### config.mk
export PLATFORM = sky130hd
export DESIGN_NAME = pia_bus_arbiter
export DESIGN_NICKNAME = d
export VERILOG_FILES = /design/src/rtl/pia_bus_pkg.sv /design/src/rtl/pia_bus_arbiter.sv
export SDC_FILE = /design/constraint.sdc
export NUM_CORES = 1
export LEC_CHECK = 0
export CORE_UTILIZATION = 48
export DETAILED_ROUTE_END_ITERATION = 7
export PLACE_DENSITY = 0.85
export SLEW_MARGIN = 0
export SYNTH_ARGS = -nofsm -noshare
export SYNTH_HDL_FRONTEND = slang
export SYNTH_SLANG_ARGS = --single-unit
export TNS_END_PERCENT = 5
### constraint.sdc
create_clock -name I_CLK -period 4.6 [get_ports I_CLK]
set_input_delay 1.38 -clock I_CLK [delete_from_list [all_inputs] [get_ports I_CLK]]
set_output_delay 1.38 -clock I_CLK [all_outputs]
set_load 0.005 [all_outputs]
### src/rtl/pia_bus_pkg.sv
// Shared types and constants for the 8255 PIA bus arbiter.
package pia_bus_pkg;

  typedef enum logic [1:0] {
    IDLE   = 2'd0,
    SETUP  = 2'd1,
    STROBE = 2'd2,
    HOLD   = 2'd3
  } state_t;

  localparam logic [7:0] CTRL_RESET      = 8'h9B;
  localparam logic [1:0] CTRL_ADDR       = 2'b11;
  localparam int         STB_LEN_DEFAULT = 2;

  // A mode-set word is a control-register write with D[7] set; bit set/reset words are not.
  function automatic logic is_mode_set(input logic we, input logic [1:0] a, input logic [7:0] d);
    return we && (a == CTRL_ADDR) && d[7];
  endfunction

endpackage

### src/rtl/pia_bus_arbiter.sv
// Two-requester round-robin arbiter sequencing SETUP/STROBE/HOLD accesses to an 8255 PIA.
module pia_bus_arbiter
  import pia_bus_pkg::*;
#(
  parameter int STB_LEN = STB_LEN_DEFAULT
) (
  input  logic       I_CLK,
  input  logic       I_RESET,
  input  logic       I_REQ0,
  input  logic       I_REQ1,
  input  logic       I_WE0,
  input  logic       I_WE1,
  input  logic [1:0] I_A0,
  input  logic [1:0] I_A1,
  input  logic [7:0] I_D0,
  input  logic [7:0] I_D1,
  output logic       O_ACK0,
  output logic       O_ACK1,
  output logic [7:0] O_Q0,
  output logic [7:0] O_Q1,
  output logic       O_PIA_CS,
  output logic       O_PIA_WR,
  output logic       O_PIA_RD,
  output logic [1:0] O_PIA_A,
  output logic [7:0] O_PIA_D,
  input  logic [7:0] I_PIA_Q,
  output logic       O_BUSY,
  output logic [7:0] O_CTRL
);

  localparam logic [3:0] STB_LOAD = 4'(STB_LEN - 1);

  state_t     state_r, state_s;
  logic [3:0] cnt_r, cnt_s;
  logic       ptr_r, ptr_s;
  logic       gnt_r, gnt_s;
  logic       we_r, we_s;
  logic [1:0] a_r, a_s;
  logic [7:0] d_r, d_s;
  logic [7:0] q0_r, q0_s;
  logic [7:0] q1_r, q1_s;
  logic [7:0] ctrl_r, ctrl_s;
  logic       cs_r, cs_s;
  logic       wr_r, wr_s;
  logic       rd_r, rd_s;
  logic       ack0_r, ack0_s;
  logic       ack1_r, ack1_s;
  logic       busy_r, busy_s;
  logic       pick_s;

  // Round-robin picker: on a tie the requester not granted last wins.
  always_comb begin
    pick_s = 1'b0;
    if (I_REQ0 && I_REQ1) begin
      pick_s = ~ptr_r;
    end else if (I_REQ1) begin
      pick_s = 1'b1;
    end else begin
      pick_s = 1'b0;
    end
  end

  // Next-state, latch and registered-output logic.
  always_comb begin
    state_s = state_r;
    cnt_s   = cnt_r;
    ptr_s   = ptr_r;
    gnt_s   = gnt_r;
    we_s    = we_r;
    a_s     = a_r;
    d_s     = d_r;
    q0_s    = q0_r;
    q1_s    = q1_r;
    ctrl_s  = ctrl_r;
    case (state_r)
      IDLE: begin
        if (I_REQ0 || I_REQ1) begin
          gnt_s   = pick_s;
          ptr_s   = pick_s;
          we_s    = pick_s ? I_WE1 : I_WE0;
          a_s     = pick_s ? I_A1 : I_A0;
          d_s     = pick_s ? I_D1 : I_D0;
          state_s = SETUP;
        end else begin
          state_s = IDLE;
        end
      end
      SETUP: begin
        cnt_s   = STB_LOAD;
        state_s = STROBE;
      end
      STROBE: begin
        if (cnt_r == 4'd0) begin
          state_s = HOLD;
          if (!we_r && gnt_r) begin
            q1_s = I_PIA_Q;
          end else if (!we_r) begin
            q0_s = I_PIA_Q;
          end else begin
            q0_s = q0_r;
          end
          if (is_mode_set(we_r, a_r, d_r)) begin
            ctrl_s = d_r;
          end else begin
            ctrl_s = ctrl_r;
          end
        end else begin
          cnt_s = cnt_r - 4'd1;
        end
      end
      HOLD: begin
        state_s = IDLE;
      end
      default: begin
        state_s = IDLE;
      end
    endcase
    // Strobes and ACK are registered copies of what the next state implies.
    cs_s   = (state_s != IDLE);
    busy_s = (state_s != IDLE);
    wr_s   = (state_s == STROBE) && we_s;
    rd_s   = (state_s == STROBE) && !we_s;
    ack0_s = (state_s == HOLD) && !gnt_s;
    ack1_s = (state_s == HOLD) && gnt_s;
  end

  // State and output registers with synchronous reset.
  always_ff @(posedge I_CLK) begin
    if (I_RESET) begin
      state_r <= IDLE;
      cnt_r   <= 4'd0;
      ptr_r   <= 1'b1;
      gnt_r   <= 1'b0;
      we_r    <= 1'b0;
      a_r     <= 2'd0;
      d_r     <= 8'h00;
      q0_r    <= 8'h00;
      q1_r    <= 8'h00;
      ctrl_r  <= CTRL_RESET;
      cs_r    <= 1'b0;
      wr_r    <= 1'b0;
      rd_r    <= 1'b0;
      ack0_r  <= 1'b0;
      ack1_r  <= 1'b0;
      busy_r  <= 1'b0;
    end else begin
      state_r <= state_s;
      cnt_r   <= cnt_s;
      ptr_r   <= ptr_s;
      gnt_r   <= gnt_s;
      we_r    <= we_s;
      a_r     <= a_s;
      d_r     <= d_s;
      q0_r    <= q0_s;
      q1_r    <= q1_s;
      ctrl_r  <= ctrl_s;
      cs_r    <= cs_s;
      wr_r    <= wr_s;
      rd_r    <= rd_s;
      ack0_r  <= ack0_s;
      ack1_r  <= ack1_s;
      busy_r  <= busy_s;
    end
  end

  assign O_ACK0   = ack0_r;
  assign O_ACK1   = ack1_r;
  assign O_Q0     = q0_r;
  assign O_Q1     = q1_r;
  assign O_PIA_CS = cs_r;
  assign O_PIA_WR = wr_r;
  assign O_PIA_RD = rd_r;
  assign O_PIA_A  = a_r;
  assign O_PIA_D  = d_r;
  assign O_BUSY   = busy_r;
  assign O_CTRL   = ctrl_r;

endmodule

# Word-level counts from Yosys, hierarchy flattened
# Cells that the tools add are included.
# word_totals
register_bits	48
in_bits	34
# classes
bitwise	3
n_eq_ne	7
add_sub_neg	1
mux	14
n_reduce_logical	21
# ops
operator	n
2-bit == test, second input constant	5
1-bit logical AND	8
1-bit two-way mux	8
8-bit two-way mux	1
2-bit case mux with 4 select lines	1
4-bit case mux with 2 select lines	1
3-bit AND reduction	2
4-bit zero test	1
2-bit two-way mux	2
4-bit two-way mux	1
2-bit AND reduction	2
4-bit AND reduction	1
2-bit nonzero test	2
4-bit by 1-bit subtractor with 4-bit output, second input constant	1
1-bit zero test	3
1-bit inverter	3
2-bit by 1-bit == test with 1-bit output, second input constant	1
2-bit zero test	1
2-bit inequality test, second input constant	1
1-bit logical OR	1

# Depth between registers and ports, before layout
# logic_depth
word_depth	7
ltp_mapped	8
ltp_nobuf	5

# Least setup slack after synthesis
# No wires, ideal clock.
# synth_path
path_kind	input -> register
startpoint	input port I_REQ1
endpoint	register a_r[0] (netlist: O_PIA_A[0])
t_required_ps	4509
arrival_ps	2117
path_buffers	1
path_stages	4
path_slack_ps	2392
cell_sequence	a21bo_2 > clkbuf_1 > nand2_1 > a311oi_1
# synth_via
elab_chain_cells	3
word_cells_on_any_way	6
# synth_rtl
item	line	text
start, declared	pia_bus_arbiter.sv:10	input logic I_REQ1,
1-bit two-way mux or 1-bit logical AND (tied branches)	pia_bus_arbiter.sv:56, pia_bus_arbiter.sv:54	
1-bit two-way mux	pia_bus_arbiter.sv:54	if (I_REQ0 && I_REQ1) begin
2-bit two-way mux	pia_bus_arbiter.sv:81	a_s = pick_s ? I_A1 : I_A0;
end signal, assigned	pia_bus_arbiter.sv:152	a_r <= a_s;
end, declared	pia_bus_arbiter.sv:38	logic [1:0] a_r, a_s;
# Parallel ways exist; a longest one is shown, timed or not.
# A chain may end at the register's enable or synchronous reset.

# Final worst setup path
# layout_path
startpoint	input port I_REQ1
endpoint	register rd_r (netlist: O_PIA_RD)
# layout_via
elab_chain_cells	7
word_cells_on_any_way	12
# layout_rtl
item	line	text
1-bit two-way mux or 1-bit logical AND (tied branches)	pia_bus_arbiter.sv:56, pia_bus_arbiter.sv:54	
1-bit two-way mux	pia_bus_arbiter.sv:54	
1-bit two-way mux	pia_bus_arbiter.sv:80	we_s = pick_s ? I_WE1 : I_WE0;
1-bit two-way mux	pia_bus_arbiter.sv:77	if (I_REQ0 || I_REQ1) begin
1-bit two-way mux	pia_bus_arbiter.sv:75	case (state_r)
1-bit zero test	pia_bus_arbiter.sv:122	rd_s = (state_s == STROBE) && !we_s;
1-bit logical AND *	pia_bus_arbiter.sv:122	
end signal, assigned	pia_bus_arbiter.sv:159	rd_r <= rd_s;
end, declared	pia_bus_arbiter.sv:45	logic rd_r, rd_s;
# Every way passes the cells marked *; elsewhere a longest branch is shown, timed or not.

==> run metrics <==
Inserted Clock Buffers 5; CP Launch Type primary input; WL/cell 13.8 µm; post-CTS sizing 0; # IOs 74; peak supply drop slightly above 300 µV; global placer's final weighted congestion 0.762; main combinational cell family by area after synthesis simple AND/OR/NAND/NOR gates; P&R area growth vs syn 39.5%; Port Buffers 73; die footprint ~4600 µm²; Synth Register Bits 48; WS Path Type in2reg; CORE AREA 4090 µm²; CP bufs+invs 1; Yosys top cell by area dfxtp_1; synth warn 0; clock slew at reported path FFs around 0.08 ns; delay-heaviest family, CP compound AO/OA/AOI/OAI gates; static leakage about 1.1 nW; final slew viol count 0; vias in the first global route around 1700; top post-synthesis cells by area dfxtp_1 46%, mux2i_1 7.7%, nand2b_1 7.5%; fin crit share 61.3%; worst-path maximum fanout 21; Max transition margin 58.4%; Cell variety after synth 44; Fin. Hold Viols 0; Post-synth top flop dfxtp_1; DP HPWL 3.45 mm; post-CTS setup buffer count 0; post-synthesis mux area share 7.69%; simple-gate share of the synthesized area 24.1%; non-filler cells in the finished layout 343; largest net degree at the start of global routing 46; die width 67.9 µm; Starting Density 50.9%; Rows 23; top cell type's share of synthesized area 46.2%; Post-Synth Adder-Cell Area 3.00%; status finished, final reports clean; worst stage delay on the critical path 0.56 ns; TNS Setup 0 ns; clk root buf clkbuf_8; hold_buf cts 0; Final setup violation count 0; layout cells sized above 1 under 10%; Placed Instances between 300 and 400; DP Area 2820 µm²; post-synthesis sequential area ratio 46.2%; kind of end point of the critical path register; post-synthesis compound-gate area fraction 13.8%; synthesized instance count 225; DRC viols 0; most frequent cells in the layout 73 x clkdlybuf4s50_1, 48 x dfxtp_1, 25 x nand2b_1, 21 x nand2_1, 19 x nor2_1; Fin Hold WS 0.480 ns; CTS sink cnt 48; Layout Nets 331; CTS tree done; XOR/XNOR share of the synthesized area 0%; Clock Path Buffers 2; Period minus WS final 2.82 ns; Total GRT Usage about 22%; first-pass GRT wire length 7.67 mm; Worst Hold Class reg2reg; fmax between 300 and 400 MHz; ys async rst share 0%; initial antenna violation count 0; Worst-Skew Late Latency 0.29 ns; cell area after synthesis 2080 µm²; Die Span Y 67.9 µm; most common cell after layout, fill and taps aside clkdlybuf4s50_1; Worst Tran Pin Value 0.624 ns; initial DRC count 79; H-tree depth 2; Max Cap Viol 0; Diodes inserted 0; drt total wl 4.72 mm; final instance area 2910 µm²; Worst Path Required 4.79 ns; Arr. time, crit path 3.01 ns; RSZ-0062 raised after global routing no; Pre-Repair DR Iteration Count 4; crit-path cells clkdlybuf4s50_1 > o21a_1 > o32ai_1 > o211a_1; Post-synth EDFFs 0; CP max stage cell clkdlybuf4s50_1; drt via density between 5 and 6; Via Count 1819; power density cells 467 nW/µm²; Syn Nets ~260; Clock Skews 0.00313 ns; grt ovf 0; average instance area after synthesis about 9.3 µm²; DRT antenna net count 0
==> report_power, final <==
part,internal [mW],switching (mW),leakage [nW]
clock,0.123,0.125,0.0455
combinational,0.275,0.265,0.676
sequential,0.501,0.0669,0.392
total,0.898,0.458,1.11
==> path summary, 6_finish.rpt <==
kind                                to                  start  slack [ns]  cells past startpoint
setup / recovery   O_PIA_RD$_SDFF_PP0_                 I_REQ1        1.78                      4
hold / removal    O_Q0[3]$_SDFFE_PP0P_   O_Q0[3]$_SDFFE_PP0P_        0.48                      2
setup reg to reg  O_Q0[0]$_SDFFE_PP0P_  state_r[0]$_SDFF_PP0_        2.40                      5
hold reg to reg   O_Q0[3]$_SDFFE_PP0P_   O_Q0[3]$_SDFFE_PP0P_        0.48                      2
==> tightest hold or removal path: cells and delay by family (launching register included) <==
family,cells,cell delay [ns]
DFF,1,0.32
and+or+nand+nor,1,0.06
muxes,1,0.06
==> metrics by stage <==
step	total power, mW	worst slack (ns)	util (%)
finish	1.36	1.78	71.1
global route	1.45	1.66	71.1
CTS	1.37	1.79	71.1
detailed placement	1.11	1.48	68.9
global placement	1.10	1.51	68.9
floorplan	0.902	2.39	-
==> cells in the mapped netlist, types with 2 or more instances <==
| master | instances |
|---|---|
| nand3_1 | 8 |
| nand2_1 | 21 |
| inv_1 | 7 |
| mux2i_1 | 16 |
| buf_6 | 2 |
| o21a_1 | 2 |
| nor3_1 | 2 |
| dfxtp_1 | 48 |
| o21ai_0 | 9 |
| buf_2 | 2 |
| nand2b_1 | 25 |
| ha_1 | 5 |
| a31oi_1 | 2 |
| nor2b_1 | 2 |
| nand3b_1 | 4 |
| a311oi_1 | 10 |
| nor3b_1 | 2 |
| clkbuf_1 | 9 |
| nor2_1 | 19 |
| a21oi_1 | 6 |
==> cell type report <==
cell class                      instances  area [µm²]
Inverter                                7        26.3
Timing Repair Buffer                   76         753
Fill cell                             336        1180
Multi-Input combinational cell        154        1010
Tap cell                               50        62.6
Clock buffer                            8        90.1
Sequential cell                        48         961
==> cell families after synthesis <==
| logic type | after synthesis |
|---|---|
| AND/OR/NAND/NOR | 93 |
| flip-flops | 48 |
| AO/OA/AOI/OAI | 40 |
| buffers and inverters | 23 |
| multiplexers | 16 |
| adder cells (fa/ha/maj) | 5 |
==> per-layer routing <==
layer  global-route usage (%)  part of all wire [%]  up-vias
met2                     38.4                    48       61
met4                     6.77                  0.80        0
li1                         -                     -      910
met3                     5.00                   6.0        7
met5                        0                     0        -
met1                     26.6                    46      841
==> flip-flops by register name (all words and copies together), names as in the netlist, 2 cells and up <==
name and cells:
O_PIA_A 2, O_CTRL 8, O_Q1 8, cnt_r 4, O_PIA_D 8, O_Q0 8
state_r 2
Power figures use the tool's default switching activity.
